**config.mk**
```make
export PLATFORM = sky130hd
export DESIGN_NAME = lock_attempt_controller
export DESIGN_NICKNAME = d
export VERILOG_FILES = /design/src/rtl/lock_attempt_controller.sv
export SDC_FILE = /design/constraint.sdc
export NUM_CORES = 1
export LEC_CHECK = 0
export ABC_AREA = 0
export CORE_MARGIN = 1
export CORE_UTILIZATION = 48
export CTS_CLUSTER_DIAMETER = 150
export CTS_CLUSTER_SIZE = 8
export DETAILED_ROUTE_END_ITERATION = 10
export PLACE_DENSITY = 0.75
export SETUP_SLACK_MARGIN = 0.4
export SYNTH_ARGS = -nofsm -noshare
export SYNTH_HDL_FRONTEND = slang
export SYNTH_SLANG_ARGS = --single-unit
```
**constraint.sdc**
```tcl
create_clock -name clk -period 2.15 [get_ports clk]
set_input_delay 0.43 -clock clk [delete_from_list [all_inputs] [get_ports clk]]
set_output_delay 0.43 -clock clk [all_outputs]
set_load 0.02 [all_outputs]
```
**src/rtl/lock_attempt_controller.sv**
```systemverilog
// Keypad lock controller: four-digit code entry, external compare, retry counting and timed lockout.
// Optional build macro LOCK_BACKDOOR_EN adds a fixed BACKDOOR_CODE that always grants in CHECK.
module lock_attempt_controller #(
  parameter int unsigned TICK_DIV    = 50000000,
  parameter int unsigned MAX_TRIES   = 3,
  parameter int unsigned LOCKOUT_SEC = 10
`ifdef LOCK_BACKDOOR_EN
  ,
  parameter logic [15:0] BACKDOOR_CODE = 16'hA5C3
`endif
) (
  input  logic        clk,
  input  logic        rst,
  input  logic        start,
  input  logic        ent,
  input  logic        clr,
  input  logic [3:0]  sw,
  input  logic        cmp_match,
  output logic [15:0] code,
  output logic        cmp_req,
  output logic [2:0]  digit_idx,
  output logic        busy,
  output logic        grant,
  output logic        deny,
  output logic [1:0]  fail_cnt,
  output logic        locked_out,
  output logic [7:0]  lockout_remain
);

  localparam int TICK_W = (TICK_DIV > 1) ? $clog2(TICK_DIV) : 1;

  typedef enum logic [1:0] {IDLE, ENTRY, CHECK, LOCKOUT} state_t;

  state_t              state, state_nxt;
  logic [TICK_W-1:0]   tick;
  logic                code_match;
  logic [1:0]          fail_next;
  logic                trip;
  logic                tick_wrap;

  function automatic logic [1:0] sat_inc(input logic [1:0] v);
    return (v == 2'd3) ? v : v + 2'd1;
  endfunction

  always_comb begin
    code_match = cmp_match;
`ifdef LOCK_BACKDOOR_EN
    if (code == BACKDOOR_CODE) code_match = 1'b1;
`endif
  end

  assign fail_next = sat_inc(fail_cnt);
  assign trip      = (fail_next == 2'(MAX_TRIES));
  assign tick_wrap = (tick == TICK_W'(TICK_DIV - 1));

  always_ff @(posedge clk) begin
    if (rst) state <= IDLE;
    else     state <= state_nxt;
  end

  always_comb begin
    state_nxt = state;
    case (state)
      IDLE:    if (start) state_nxt = ENTRY;
      ENTRY:   if (!clr && ent && digit_idx == 3'd3) state_nxt = CHECK;
      CHECK:   state_nxt = (!code_match && trip) ? LOCKOUT : IDLE;
      LOCKOUT: if (tick_wrap && lockout_remain == 8'd1) state_nxt = IDLE;
      default: state_nxt = IDLE;
    endcase
  end

  // Datapath registers: code assembly, pulses, retry counter and lockout timer
  always_ff @(posedge clk) begin
    if (rst) begin
      code           <= '0;
      digit_idx      <= '0;
      grant          <= 1'b0;
      deny           <= 1'b0;
      fail_cnt       <= '0;
      lockout_remain <= '0;
      tick           <= '0;
    end else begin
      grant <= 1'b0;
      deny  <= 1'b0;
      case (state)
        IDLE: begin
          if (start) begin
            code      <= '0;
            digit_idx <= '0;
          end
        end
        ENTRY: begin
          if (clr) begin
            code      <= '0;
            digit_idx <= '0;
          end else if (ent) begin
            case (digit_idx[1:0])
              2'd0:    code[15:12] <= sw;
              2'd1:    code[11:8]  <= sw;
              2'd2:    code[7:4]   <= sw;
              default: code[3:0]   <= sw;
            endcase
            digit_idx <= digit_idx + 3'd1;
          end
        end
        CHECK: begin
          if (code_match) begin
            grant    <= 1'b1;
            fail_cnt <= '0;
          end else begin
            deny     <= 1'b1;
            fail_cnt <= fail_next;
            if (trip) begin
              lockout_remain <= 8'(LOCKOUT_SEC);
              tick           <= '0;
            end
          end
        end
        LOCKOUT: begin
          if (tick_wrap) begin
            tick           <= '0;
            lockout_remain <= lockout_remain - 8'd1;
            if (lockout_remain == 8'd1) fail_cnt <= '0;
          end else begin
            tick <= tick + 1'b1;
          end
        end
        default: ;
      endcase
    end
  end

  // Status flags decode from the state register only
  always_comb begin
    busy       = (state == ENTRY) || (state == CHECK);
    cmp_req    = (state == CHECK);
    locked_out = (state == LOCKOUT);
  end

endmodule

```
* Yosys cells after proc, flatten, opt, wreduce, memory -nomap -nowiden
Index checks and enable logic that the tools add are counted.
** Storage, ports and cells
- Bits in registers :: 59
- Output and inout port bits :: 34
** Cells by class
- Eq/ne operators :: 22
- Reduce and logical (&&, ||, !) cells :: 22
- Bitwise gates (word level) :: 1
- Mux-type cells :: 32
- Add/sub/neg operators :: 4
** Operators with widths (count)
- two-way mux 26 bit :: 3
- one-hot mux 26 bit (2 select lines) :: 1
- two-way mux 16 bit :: 3
- one-hot mux 16 bit (2 select lines) :: 1
- adder 26 x 1 -> 26 bit (second input constant) :: 1
- == test 26 bit (second input constant) :: 1
- two-way mux 8 bit :: 3
- AND reduction 4 bit :: 5
- two-way mux 2 bit :: 8
- two-way mux 4 bit :: 4
- one-hot mux 8 bit (2 select lines) :: 1
- AND reduction 3 bit :: 4
- == test 2 bit (second input constant) :: 5
- two-way mux 3 bit :: 3
- != test 3 x 2 -> 1 bit (second input constant) :: 3
- == test 8 x 1 -> 1 bit (second input constant) :: 1
- != test 2 x 1 -> 1 bit (second input constant) :: 4
- one-hot mux 2 bit (4 select lines) :: 1
- subtractor 8 x 1 -> 8 bit (second input constant) :: 1
- != test 2 bit (second input constant) :: 3
- != test 3 bit (second input constant) :: 2
- one-hot mux 3 bit (2 select lines) :: 1
- == test 2 x 1 -> 1 bit (second input constant) :: 2
- logical AND 1 bit :: 4
- other kinds (12) :: 16

* Logic depth before layout (Yosys ltp)
- Word-level depth :: 6
- Mapped depth :: 9

* Worst setup path before layout
No wires, ideal clock.
- Kind :: flip-flop to flip-flop
- Start point :: register tick[0]
- End point :: register tick[25]
- Stages on the path, launching flop included :: 9
- Clock period less this slack :: 2243 ps
- Required time :: 2035 ps
- Library setup time :: 115 ps
- Slack :: -93 ps
- Buffers on the path :: 2
- Arrival :: 2128 ps
- Cells stage by stage :: dfxtp_1 -> ha_1 -> or4b_2 -> o31a_1 -> nor3_4 -> or2_1 -> buf_4 -> buf_6 -> nor2_1
** Between the ends
- Word-level cells in the longest chain between the ends :: 3
- Elaborated cells between the ends (all ways) :: 4
- Classes of those cells :: 1 x add/sub; 1 x eq/ne; 2 x mux
** Ends and longest elaborated chain
- start, declared :: RTL line 35 : logic [TICK_W-1:0] tick;
- start signal, assigned :: RTL line 125 : tick <= tick + 1'b1;
- adder 26 x 1 -> 26 bit / == test 26 bit (equally long branches) :: RTL line 125, 54
- two-way mux 26 bit * :: RTL line 120 : if (tick_wrap) begin
- one-hot mux 26 bit (2 select lines) * :: RTL line 85 : case (state)
Every way passes the cells marked *; elsewhere a longest branch is shown, timed or not.
A chain may end at the register's enable or synchronous reset.

* Worst setup path in the final report
- Start point :: register tick[1]
- End point :: register lockout_remain[7]
** Between the ends
- Word-level cells in the longest chain between the ends :: 3
** Ends and longest elaborated chain
- == test 26 bit :: RTL line 54 : assign tick_wrap = (tick == TICK_W'(TICK_DIV - 1));
- != test 2 x 1 -> 1 bit (no source line)
- AND reduction 4 bit (no source line)
- end signal, assigned :: RTL line 114 : lockout_remain <= 8'(LOCKOUT_SEC);
- end signal, assigned :: RTL line 122 : lockout_remain <= lockout_remain - 8'd1;
- end, declared :: RTL line 27 : output logic [7:0] lockout_remain
Every way passes these cells.

==> out/metrics.csv <==
metric,value,unit
run status,completed,
nets@finish,427,
actual slew at the worst max-slew pin,0.527,ns
Critical Path RT,2.37,ns
Finish-stage setup viols,0,
Yosys cell types,53,
Max Root-Sink Buffers,2,
ys flop type,dfxtp_1,
maximum vdd drop,0.000510,V
fin. max-slew vios,0,
"delay-heaviest family, CP",simple AND/OR/NAND/NOR gates,
ys async rst share,0,%
Iteration-0 DRC Markers,125,
Post-Syn Nets,354,
core area,5640,sq um
HPWL Detailed,4920,um
CP arrival,2.26,ns
DRC Markers,0,
fmax,489,MHz
"commonest non-fill, non-tap cell in the layout",nor2_1,
Post-Syn Area per Cell,8.66,sq um
GPL Wtd Cong,0.811,
pin count of the biggest net entering global routing,20,
CP peak stage delay,0.47,ns
Fin Hold WS,0.460,ns
setup TNS,0,ns
die height,79.3,um
Post-DRT Antenna Nets,0,
clk_skew,0.00748,ns
Worst slew margin,64.6,%
critical path type,flip-flop to flip-flop,
Diodes inserted,0,
Vias/cell,5.72,
standard-cell rows,27,
buffer and inverter count on the worst path,1,
CP max stage cell,or4b_4,
Initial Utilization,50.8,%
DR vias,2741,
Root Driver,clkbuf_8,
CP endpoint kind,flip-flop,
Mapped Area,2870,sq um
Setup crit start kind,flip-flop,
"commonest cells after routing, fill and taps aside","nor2_1 (55), dfxtp_1 (47), clkdlybuf4s50_1 (25), buf_4 (25), nand2_1 (21)",
Final period util,95.2,%
maximum level of the CTS H-tree,3,
RSZ-0062 raised after global routing,true,
PwrDens,788,nW/um^2
vias in the first global route,2575,
final hold vios,0,
CP cell instances,"ha_4, or4b_4, o31a_1, nor3_4, buf_6, nand4_1, mux2i_1",
I/O Buffers,43,
leakage power,1.51,nW
post-synthesis register bit count,59,
CTS tree,done,
Synth Warn #,0,
sequential share of the synthesized area,41.2,%
fin crit period,2.05,ns
first-pass GRT wire length,11800,um
Area Overhead vs Synth,38.3,%
Crit Path Max Fanout,5,
"Clk Latency, worst-skew pair",0.33,ns
total track usage,23.9,%
WL/cell,15.2,um
io pins,44,
# clock sinks,59,
"EDFF count, synth",0,
layout cell share with drive strength beyond 1,22.1,%
type of the most critical hold path,flip-flop to flip-flop,
die width,79.3,um
GR Overflow Total,0,
Filler cells,440,
CTS Buf Count,9,
DR pass1 iterations,4,
final WL,7290,um
Worst-path clk slew,0.06,ns
Post-Syn Instances,331,
initial antenna violation count,0,
Max-cap violations,0,
die area,6280,sq um
==> tightest hold or removal path, stage by stage (launching register included) <==
cell and delay [ns]:
dfxtp_1 0.31, nand2_1 0.05, a21oi_1 0.05
==> flip-flops by register name, indices dropped and copies added (netlist names) <==
signal,count
tick,26
fail_cnt,2
code,16
grant,1
lockout_remain,8
digit_idx,3
deny,1
state,2
==> layer usage <==
layer | share of wire [%] | track usage (%)
met4 | 1.2 | 11.1
met3 | 3.9 | 3.68
met2 | 52 | 42.8
met5 | 0 | 0
met1 | 43 | 27.8
==> final timing paths <==
| path | start | end | slack [ns] | depth (start not counted) |
|---|---|---|---|---|
| max | tick[1] | lockout_remain[7] | 0.10 | 7 |
| min reg2reg | code[7] | code[7] | 0.46 | 2 |
| max reg2reg | tick[1] | lockout_remain[7] | 0.10 | 7 |
| min | code[7] | code[7] | 0.46 | 2 |
==> cells in the mapped netlist, types with 3 or more instances <==
| cell type | n | area, sq um |
|---|---|---|
| nor4_1 | 7 | 43.8 |
| nand3_1 | 9 | 45.0 |
| nor2_1 | 57 | 214 |
| or3_1 | 4 | 25.0 |
| xnor2_1 | 18 | 158 |
| dfxtp_1 | 59 | 1180 |
| and3_1 | 3 | 18.8 |
| nand4_1 | 13 | 81.3 |
| a32oi_1 | 12 | 105 |
| ha_1 | 13 | 163 |
| nor3_1 | 13 | 65.1 |
| nand2_1 | 22 | 82.6 |
| a21oi_1 | 13 | 65.1 |
| o21ai_0 | 6 | 30.0 |
| inv_1 | 15 | 56.3 |
| nor2b_1 | 3 | 18.8 |
| clkbuf_1 | 8 | 30.0 |
| xor2_1 | 7 | 61.3 |
| nand2b_1 | 5 | 31.3 |
==> per-stage QoR <==
step | worst slack (ns) | util (%) | std cells | power (W) | area [sq um]
4_1_cts | 0.143 | 67.4 | 473 | 0.00301 | 3800
3_3_place_gp | 0.0302 | 62.9 | 456 | 0.00198 | 3550
2_1_floorplan | 0.0944 | - | 331 | 0.00174 | 2940
3_5_place_dp | -0.00148 | 62.9 | 456 | 0.00199 | 3550
5_1_grt | 0.0555 | 70.3 | 479 | 0.00329 | 3960
6_report | 0.104 | 70.3 | 479 | 0.00312 | 3960
==> logic make-up (layout without fill, tap and decap cells) <==
family | Yosys count | in the layout | synth area share [%]
xor gates and xnor gates | 25 | 25 | 7.64
and+or+nand+nor | 156 | 156 | 28.2
muxes | 2 | 2 | 0.699
DFF | 59 | 59 | 41.2
adders and majority gates | 13 | 13 | 5.68
buffers and inverters | 26 | 102 | 4.06
AOI/OAI and AO/OA | 50 | 50 | 12.5
==> repair_timing <==
| action | 4_1_cts | 5_1_grt |
|---|---|---|
| buffers inserted | 3 | 5 |
| gates resized for setup | 34 | 36 |
| pin swaps | 6 | 3 |
| endpoints found under the setup margin | 61 | 61 |
| gates cloned | 0 | 1 |
| hold buffers | 0 | 0 |
| endpoints found under the hold margin | 0 | 0 |
==> power breakdown <==
group | total, W | switching (W) | internal [W]
Sequential | 0.00120 | 0.0000576 | 0.00114
Combinational | 0.000907 | 0.000522 | 0.000385
Clock | 0.00102 | 0.000400 | 0.000615
Total | 0.00312 | 0.000979 | 0.00215
==> layout make-up <==
cell class	instances	area [sq um]	share of cell area [%]
Tap cell	72	90.1	2.27
Clock buffer	12	165	4.17
Sequential cell	59	1200	30.4
Inverter	15	56.3	1.42
Multi-Input combinational cell	246	1740	44.0
Timing Repair Buffer	73	671	16.9
Clock inverter	2	35.0	0.884
No activity file was read; power rests on OpenSTA's default activity.
